File: src/rtl/instruction_fetch_if.sv
// Instruction memory bus between the fetch unit and instruction memory.
//   imem_req_valid  fetch request presented (fetch -> memory)
//   imem_req_addr   word-aligned fetch address (fetch -> memory)
//   imem_req_ready  memory accepts the request (memory -> fetch)
//   imem_resp_valid response for the oldest accepted request, one cycle (memory -> fetch)
//   imem_resp_data  instruction word (memory -> fetch)
interface instruction_fetch_if;
  logic        imem_req_valid;
  logic [31:0] imem_req_addr;
  logic        imem_req_ready;
  logic        imem_resp_valid;
  logic [31:0] imem_resp_data;

  modport master (
    output imem_req_valid,
    output imem_req_addr,
    input  imem_req_ready,
    input  imem_resp_valid,
    input  imem_resp_data
  );

  modport slave (
    input  imem_req_valid,
    input  imem_req_addr,
    output imem_req_ready,
    output imem_resp_valid,
    output imem_resp_data
  );
endinterface

File: src/rtl/instruction_fetch.sv
// Instruction fetch unit: issues one word fetch at a time, forwards the
// returned instruction to decode through an output register backed by a
// one-entry skid buffer, and restarts from a redirect target on request.
//   clk             clock, all state on the rising edge
//   rst             synchronous active-high reset
//   imem            instruction memory bus (master side)
//   redirect_valid  one-cycle branch/jump redirect from execute
//   redirect_pc     redirect target
//   id_valid        instruction presented to decode
//   id_instr        instruction word
//   id_pc           PC of id_instr
//   id_ready        decode consumes the instruction
//   misalign_fault  sticky, set by a redirect target with bits [1:0] != 0
//
// state  | meaning
// S_REQ  | no request outstanding; may issue a fetch
// S_WAIT | one request outstanding, its response will be kept
// S_KILL | one request outstanding, its response will be dropped
module instruction_fetch #(
  parameter logic [31:0] RESET_PC = 32'h0000_0000
) (
  input  logic                       clk,
  input  logic                       rst,
  instruction_fetch_if.master        imem,
  input  logic                       redirect_valid,
  input  logic [31:0]                redirect_pc,
  output logic                       id_valid,
  output logic [31:0]                id_instr,
  output logic [31:0]                id_pc,
  input  logic                       id_ready,
  output logic                       misalign_fault
);

  typedef enum logic [1:0] {
    S_REQ,
    S_WAIT,
    S_KILL
  } state_t;

  state_t      state;
  state_t      state_nxt;

  logic [31:0] pc;
  logic [31:0] req_pc;
  logic        skid_valid;
  logic [31:0] skid_instr;
  logic [31:0] skid_pc;

  logic        req_fire;
  logic        resp_take;
  logic        out_free;

  // Address comes straight from the pc register, never from inputs.
  assign imem.imem_req_addr = pc;

  assign req_fire = imem.imem_req_valid && imem.imem_req_ready;
  assign out_free = !id_valid || id_ready;

  always_ff @(posedge clk) begin
    if (rst) begin
      state <= S_REQ;
    end else begin
      state <= state_nxt;
    end
  end

  always_comb begin
    state_nxt           = state;
    imem.imem_req_valid = 1'b0;
    resp_take           = 1'b0;

    case (state)
      S_REQ: begin
        // Stall issue while the skid entry is occupied so a response always
        // has somewhere to land.
        imem.imem_req_valid = !rst && !skid_valid && !redirect_valid;
        if (imem.imem_req_valid && imem.imem_req_ready) begin
          state_nxt = S_WAIT;
        end
      end
      S_WAIT: begin
        if (imem.imem_resp_valid) begin
          resp_take = !redirect_valid;
          state_nxt = S_REQ;
        end
      end
      S_KILL: begin
        if (imem.imem_resp_valid) begin
          state_nxt = S_REQ;
        end
      end
      default: begin
        state_nxt = S_REQ;
      end
    endcase

    // A response arriving in the redirect cycle answers the outstanding
    // request, so there is nothing left to kill.
    if (redirect_valid) begin
      if ((state == S_WAIT || state == S_KILL) && !imem.imem_resp_valid) begin
        state_nxt = S_KILL;
      end else begin
        state_nxt = S_REQ;
      end
    end
  end

  always_ff @(posedge clk) begin
    if (rst) begin
      pc             <= RESET_PC;
      req_pc         <= RESET_PC;
      id_valid       <= 1'b0;
      id_instr       <= 32'h0;
      id_pc          <= 32'h0;
      skid_valid     <= 1'b0;
      skid_instr     <= 32'h0;
      skid_pc        <= 32'h0;
      misalign_fault <= 1'b0;
    end else if (redirect_valid) begin
      pc         <= {redirect_pc[31:2], 2'b00};
      id_valid   <= 1'b0;
      skid_valid <= 1'b0;
      if (redirect_pc[1:0] != 2'b00) begin
        misalign_fault <= 1'b1;
      end
    end else begin
      if (req_fire) begin
        req_pc <= pc;
        pc     <= pc + 32'd4;
      end

      if (out_free) begin
        if (skid_valid) begin
          // Older skid entry goes first; a same-cycle response refills it.
          id_valid   <= 1'b1;
          id_instr   <= skid_instr;
          id_pc      <= skid_pc;
          skid_valid <= resp_take;
          if (resp_take) begin
            skid_instr <= imem.imem_resp_data;
            skid_pc    <= req_pc;
          end
        end else if (resp_take) begin
          id_valid <= 1'b1;
          id_instr <= imem.imem_resp_data;
          id_pc    <= req_pc;
        end else begin
          id_valid <= 1'b0;
        end
      end else if (resp_take) begin
        skid_valid <= 1'b1;
        skid_instr <= imem.imem_resp_data;
        skid_pc    <= req_pc;
      end
    end
  end

endmodule

File: src/flat_wrapper.sv
// flat-port wrapper written by rule: the top's interface ports become plain ports
module instruction_fetch_flat 
#(
  parameter logic [31:0] RESET_PC = 32'h0000_0000
)
  (clk, rst, redirect_valid, redirect_pc, id_valid, id_instr, id_pc, id_ready, misalign_fault, imem_imem_req_valid, imem_imem_req_addr, imem_imem_req_ready, imem_imem_resp_valid, imem_imem_resp_data);
  instruction_fetch_if imem_i ();
  input  logic clk;
  input  logic rst;
  input  logic redirect_valid;
  input  logic [31:0] redirect_pc;
  output logic id_valid;
  output logic [31:0] id_instr;
  output logic [31:0] id_pc;
  input  logic id_ready;
  output logic misalign_fault;
  output wire logic [$bits(imem_i.imem_req_valid)-1:0] imem_imem_req_valid;
  output wire logic [$bits(imem_i.imem_req_addr)-1:0] imem_imem_req_addr;
  input wire logic [$bits(imem_i.imem_req_ready)-1:0] imem_imem_req_ready;
  input wire logic [$bits(imem_i.imem_resp_valid)-1:0] imem_imem_resp_valid;
  input wire logic [$bits(imem_i.imem_resp_data)-1:0] imem_imem_resp_data;
  assign imem_imem_req_valid = imem_i.imem_req_valid;
  assign imem_imem_req_addr = imem_i.imem_req_addr;
  assign imem_i.imem_req_ready = imem_imem_req_ready;
  assign imem_i.imem_resp_valid = imem_imem_resp_valid;
  assign imem_i.imem_resp_data = imem_imem_resp_data;
  instruction_fetch #(.RESET_PC(RESET_PC)) u_core (.clk(clk), .rst(rst), .imem(imem_i), .redirect_valid(redirect_valid), .redirect_pc(redirect_pc), .id_valid(id_valid), .id_instr(id_instr), .id_pc(id_pc), .id_ready(id_ready), .misalign_fault(misalign_fault));
endmodule
File: config.mk
export PLATFORM = sky130hd
export DESIGN_NAME = instruction_fetch_flat
export DESIGN_NICKNAME = d
export VERILOG_FILES = /design/src/rtl/instruction_fetch_if.sv /design/src/rtl/instruction_fetch.sv /design/src/flat_wrapper.sv
export SDC_FILE = /design/constraint.sdc
export NUM_CORES = 1
export LEC_CHECK = 0
export BUFFER_PORTS_ARGS = -buffer_cell sky130_fd_sc_hd__clkbuf_2
export CAP_MARGIN = 5
export CORE_MARGIN = 4
export CORE_UTILIZATION = 54
export DETAILED_ROUTE_END_ITERATION = 6
export GPL_ROUTABILITY_DRIVEN = 0
export PLACE_DENSITY = 0.8
export RECOVER_POWER = 100
export SLEW_MARGIN = 20
export SYNTH_ARGS = -nofsm -noshare
export SYNTH_HDL_FRONTEND = slang
export SYNTH_SLANG_ARGS = --single-unit
File: constraint.sdc
create_clock -name clk -period 2.6 [get_ports clk]
set_input_delay 0.26 -clock clk [delete_from_list [all_inputs] [get_ports clk]]
set_output_delay 0.26 -clock clk [all_outputs]
set_load 0.005 [all_outputs]
==> results of run 1 <==
-- area by class of cell --
type | count | area, um^2
fill | 1239 | 4780
sequential | 189 | 3790
multi-input combinational | 664 | 3720
timing repair buffer | 179 | 893
clock buffer | 19 | 443
tap | 180 | 225
clock inverter | 12 | 160
inverter | 9 | 33.8
-- cells by family (layout without fill, tap and decap cells) --
kind of cell               count (synthesis)  count (layout)
adders and majority gates                  3               3
xor gates and xnor gates                  15              15
other                                      1               4
muxes                                     64              64
buffers and inverters                     84             219
AOI/OAI and AO/OA                        213             213
and+or+nand+nor                          365             365
DFF                                      189             189
-- routing by layer --
metal / track usage / vias to the layer above / wire [um]
met5: 0 / - / 13
met4: 0.0799 / 2 / 352
met3: 0.0809 / 31 / 1460
met2: 0.365 / 199 / 8990
met1: 0.302 / 3226 / 8590
li1: - / 3489 / -
-- power groups by stage --
| stage | logic [mW] | clock network (mW) | registers (mW) |
|---|---|---|---|
| after floorplan | 0.212 | 0 | 3.08 |
| after global placement | 0.379 | 0 | 3.09 |
| after detailed placement | 0.383 | 0 | 3.10 |
| after CTS | 0.385 | 2.70 | 3.03 |
| after global routing | 0.420 | 2.81 | 3.04 |
| final | 0.373 | 2.66 | 3.03 |
-- worst paths after layout --
kind                           startpoint                       endpoint  slack (ns)
setup / recovery        u_core.skid_valid  u_core.imem.imem_req_addr[23]        0.24
hold / removal    imem_imem_resp_data[16]          u_core.skid_instr[16]        0.06
setup reg to reg        u_core.skid_valid  u_core.imem.imem_req_addr[23]        0.24
hold reg to reg        u_core.skid_pc[27]             u_core.skid_pc[27]        0.45
-- worst max-delay path, cell delays in order, from the launching register on --
cell     delay (ns)
dfxtp_4        0.41
nor4b_4        0.47
and2_0         0.51
buf_4          0.30
nand4_1        0.11
mux2_1         0.33
a21oi_1        0.14
-- placed cells by master, fill, tap and decap left out, types with 4 or more instances in the layout --
cell type / count
nand4_1: 15
xor2_1: 8
nor4_1: 4
clkbuf_1: 50
clkbuf_2: 115
xnor2_1: 7
o22ai_1: 6
buf_4: 9
clkinvlp_4: 4
a211oi_1: 72
nand3_1: 13
nor2_1: 82
nand2_1: 211
a21oi_1: 109
o21ai_0: 5
and3_1: 5
conb_1: 4
inv_1: 8
a31oi_1: 6
dfxtp_1: 188
mux2i_1: 63
nor3_1: 8
clkbuf_16: 17
-- flip-flops by register name (all words and copies together), names as in the netlist, 2 cells and up --
signal and cells:
u_core.state 2, u_core.id_instr 32, u_core.skid_pc 30, u_core.imem.imem_req_addr 30, u_core.req_pc 30, u_core.skid_instr 32
u_core.id_pc 30
-- per-stage QoR --
| stage | setup slack, ns | power, mW | util |
|---|---|---|---|
| floorplan | 0.619 | 3.30 | - |
| global placement | 0.485 | 3.47 | 0.624 |
| detailed placement | 0.418 | 3.48 | 0.624 |
| CTS | 0.289 | 6.11 | 0.667 |
| global route | 0.105 | 6.27 | 0.660 |
| finish | 0.245 | 6.06 | 0.660 |
==> impl_metrics.yaml, run 1 <==
drt:
  drt_wl_total_um: 19400
  first_iter_violations: 514
  wire_per_inst_um: 15.5
  firstDrtPassIters: 5
  via_per_inst: 5.55
  ant_nets: 0
  vias: 6947
  drc: 0
power:
  power_frac_clock: 0.438
  comb_power_share: 0.062
  p_switching_mw: 1.41
  p_int_mw: 4.65
  power.density_nw_per_um2: 655
  peakVddDrop_mv: 0.478
  p_seq_frac: 0.500
  p_sw_frac: 0.233
  leakage_nw: 3.12
grt:
  grt_usage: 0.233
  antenna_found_initial: 1
  grt_first_pass_wirelength_um: 31100
  grt_pass1_vias: 6276
  grt_max_degree: 185
  grt_remaining_overflow: 0
cells_and_area:
  final_area_um2: 9260
  fin_nets: 1133
  stdcell_count: 1252
  syn_to_final_growth_pct: 18.2
  antenna_cells: 0
  drive_gt1_frac: 0.156
yosys:
  ys.flop_type: "dfxtp_1"
  synth-compound-area-share: 0.168
  synth_mux_area_frac: 0.0819
  synthXorXnorAreaFrac: 0.0168
  syn_inst: 934
  synth-seq-area-share: 0.483
  ys_top_cells_by_count: "210 x nand2_1, 189 x dfxtp_1, 109 x a21oi_1"
  async_flop_share: 0
  yosys_register_bits: 189
  synth_top_area_share: 0.483
  avgSynthCellArea_um2: 8.39
  yosys.area_share.simple: 0.203
  synth_most_common_cell: "nand2_1"
  post-synth-top-area-cell: "dfxtp_1"
  ys_types: 51
  syn_area_um2: 7840
  synth_top_family_by_area: "simple AND/OR/NAND/NOR gates"
  synthTopCellsByArea: "dfxtp_1 48%, nand2_1 10%, mux2i_1 8.0%"
  ys.warnings.count: 0
  synth_enable_flop_cells: 0
  synthAdderAreaFrac: 0.00479
worst_setup_path:
  critPathLaunchType: "register"
  path_max_fanout: 15
  r2r_cells: 6
  path_class: "reg -> reg"
  critPathCaptureType: "register"
  crit_required_ns: 2.95
  worstPathArrival_ns: 2.71
hold_path:
  worstHoldPathType: "in -> reg"
  min_path_cells: 3
clock_network:
  cts_resized: 0
  cts_sinks: 189
  cts_buffers: 17
  cts_root_buffer: "clkbuf_16"
  path_clk_slew_ns: 0.07
  cts_buffer_depth: 2
  cts_max_level: 4
  cts_hold_buf: 0
  cts_tree: "yes"
  cts_setup_buffers: 0
  clk_latency_ns: 0.43
sta:
  layout_min_cycle_time_ns: 2.36
  timing.hold.ws_ns: 0.0573
  slew-limit-headroom: 0.344
  final_hold_viol_count: 0
  grt_setup_unrepaired: "no"
  fin_setup_tns_ns: 0
  tightest_slew_ns: 0.984
  finalCritPeriodShare: 0.906
  slew_violations: 0
  clock_skew_ns: 0.00661
  fmax_ghz: 0.425
  setup_viol: 0
status:
  status: "complete, no violations"
floorplan:
  rows: 43
  die_w_um: 128
  num_io_pins: 169
  core-area_um2: 14000
  die_h_um: 128
  initial_core_util: 0.558
  die-area_um2: 16500
place:
  hpwlAfterDp_um: 13000
  dp_cells: 1221
  dpl-instance-area_um2: 8760
  numPortBuffers: 164
run:
  drv_cap: 0
No activity file was read; power rests on OpenSTA's default activity.
==> inputs of run 2 (changes only) <==
- CORE_UTILIZATION: 54 -> 50
- PLACE_DENSITY: 0.8 -> 0.75
==> run 2 against run 1 <==
  * Critical path type unchanged
  * The run now ends with max-capacitance violations, max-slew violations left
  * Combinational power increased by 1%
  * Largest power group unchanged
  * Worst setup slack better by 0.083 ns
  * Sequential share of layout area shrank 0.27 points
  * Sequential power is essentially flat
  * Register-to-register slack better by 0.08 ns
==> impl_metrics.yaml, run 2 (synthesis results as in run 1) <==
status:
  status: "complete, but fails checks"
  violations: "max-capacitance violations, max-slew violations"
sta:
  slew_violations: 184
  fin_setup_tns_ns: 0
  finalCritPeriodShare: 0.874
  final_hold_viol_count: 0
  grt_setup_unrepaired: "no"
  timing.hold.ws_ns: 0.0533
  tightest_slew_ns: 2.03
  fmax_ghz: 0.440
  slew-limit-headroom: -0.354
  clock_skew_ns: 0.00843
  layout_min_cycle_time_ns: 2.27
  setup_viol: 0
grt:
  grt_usage: 0.216
  grt_max_degree: 184
  grt_pass1_vias: 6281
  grt_remaining_overflow: 0
  grt_first_pass_wirelength_um: 31500
  antenna_found_initial: 0
power:
  finalPower_mw: 6.17
  peakVddDrop_mv: 0.620
  power.density_nw_per_um2: 662
  leakage_nw: 3.13
clock_network:
  cts_resized: 0
  cts_buffer_depth: 2
  path_clk_slew_ns: 0.08
  cts_hold_buf: 0
  clk_latency_ns: 0.43
  cts_root_buffer: "clkbuf_16"
  cts_buffers: 17
  cts_sinks: 189
  cts_tree: "yes"
  cts_max_level: 4
  cts_setup_buffers: 0
cells_and_area:
  drive_gt1_frac: 0.151
  stdcell_count: 1284
  final_core_util: 0.611
  most-common-layout-cells: "210 x nand2_1, 188 x dfxtp_1, 109 x a21oi_1"
  fin_nets: 1133
  antenna_cells: 0
  final_common_cell: "nand2_1"
  reg.largest.list: "u_core.id_instr (32), u_core.skid_instr (32)"
  syn_to_final_growth_pct: 19.0
worst_setup_path:
  critPathLaunchType: "register"
  worstPathArrival_ns: 2.58
  path_class: "reg -> reg"
  r2r_end: "u_core.imem.imem_req_addr[22]"
  rrSetupSlack_ns: 0.33
  crit_required_ns: 2.91
  path_max_fanout: 7
  critPathCaptureType: "register"
  r2r_start: "u_core.imem.imem_req_addr[3]"
  r2r_cells: 6
drt:
  firstDrtPassIters: 5
  wire_per_inst_um: 15.2
  first_iter_violations: 519
  drt_wl_total_um: 19500
  drc: 0
  via_per_inst: 5.38
  ant_nets: 0
  vias: 6911
floorplan:
  rows: 45
  die_w_um: 133
  num_io_pins: 169
  die-area_um2: 17700
  die_h_um: 133
  core-area_um2: 15300
  initial_core_util: 0.513
place:
  numPortBuffers: 164
  hpwlAfterDp_um: 13000
  dp_cells: 1252
hold_path:
  worstHoldPathType: "in -> reg"
  whs_endpoint: "u_core.skid_instr[25]"
  worstHoldStart: "imem_imem_resp_data[25]"
  min_path_cells: 3
run:
  drv_cap: 1
## run 2: metal layers
layer	global-route usage	wire length, um
met5	0	0
met4	0.0709	381
met3	0.0699	1400
met2	0.345	9140
met1	0.278	8560
## run 2: worst max-delay path, stage by stage (launching register included)
cell	delay, ns
dfxtp_1	0.45
ha_1	0.25
and3_1	0.30
nand2_4	0.10
or3_4	0.40
or4_1	0.40
a311oi_1	0.25
## run 2: cell type report
| type | count | area [um^2] |
|---|---|---|
| Fill cell | 1419 | 5930 |
| Inverter | 9 | 33.8 |
| Clock inverter | 15 | 200 |
| Multi-Input combinational cell | 664 | 3730 |
| Sequential cell | 189 | 3790 |
| Timing Repair Buffer | 179 | 881 |
| Clock buffer | 17 | 425 |
| Tap cell | 211 | 264 |
## run 2: worst max-delay path by stage
stage	to	start
after global routing	u_core.imem.imem_req_addr[22]	u_core.imem.imem_req_addr[3]
after detailed placement	u_core.imem.imem_req_addr[22]	u_core.imem.imem_req_addr[3]
after floorplan	u_core.imem.imem_req_addr[22]	u_core.imem.imem_req_addr[2]
after global placement	u_core.imem.imem_req_addr[22]	u_core.imem.imem_req_addr[2]
final	u_core.imem.imem_req_addr[22]	u_core.imem.imem_req_addr[3]
after CTS	u_core.imem.imem_req_addr[22]	u_core.imem.imem_req_addr[3]
## run 2: through the flow
stage | cell area, um^2 | worst slack (ns)
3_5_place_dp | 8800 | 0.491
4_1_cts | 9430 | 0.464
6_report | 9330 | 0.327
3_3_place_gp | 8800 | 0.542
2_1_floorplan | 7850 | 0.619
5_1_grt | 9330 | 0.183
## run 2: where the power goes
group	total (mW)	internal, mW	switching (mW)
combinational	0.377	0.152	0.225
clock	2.77	1.56	1.21
sequential	3.02	2.96	0.0681
total	6.17	4.66	1.51
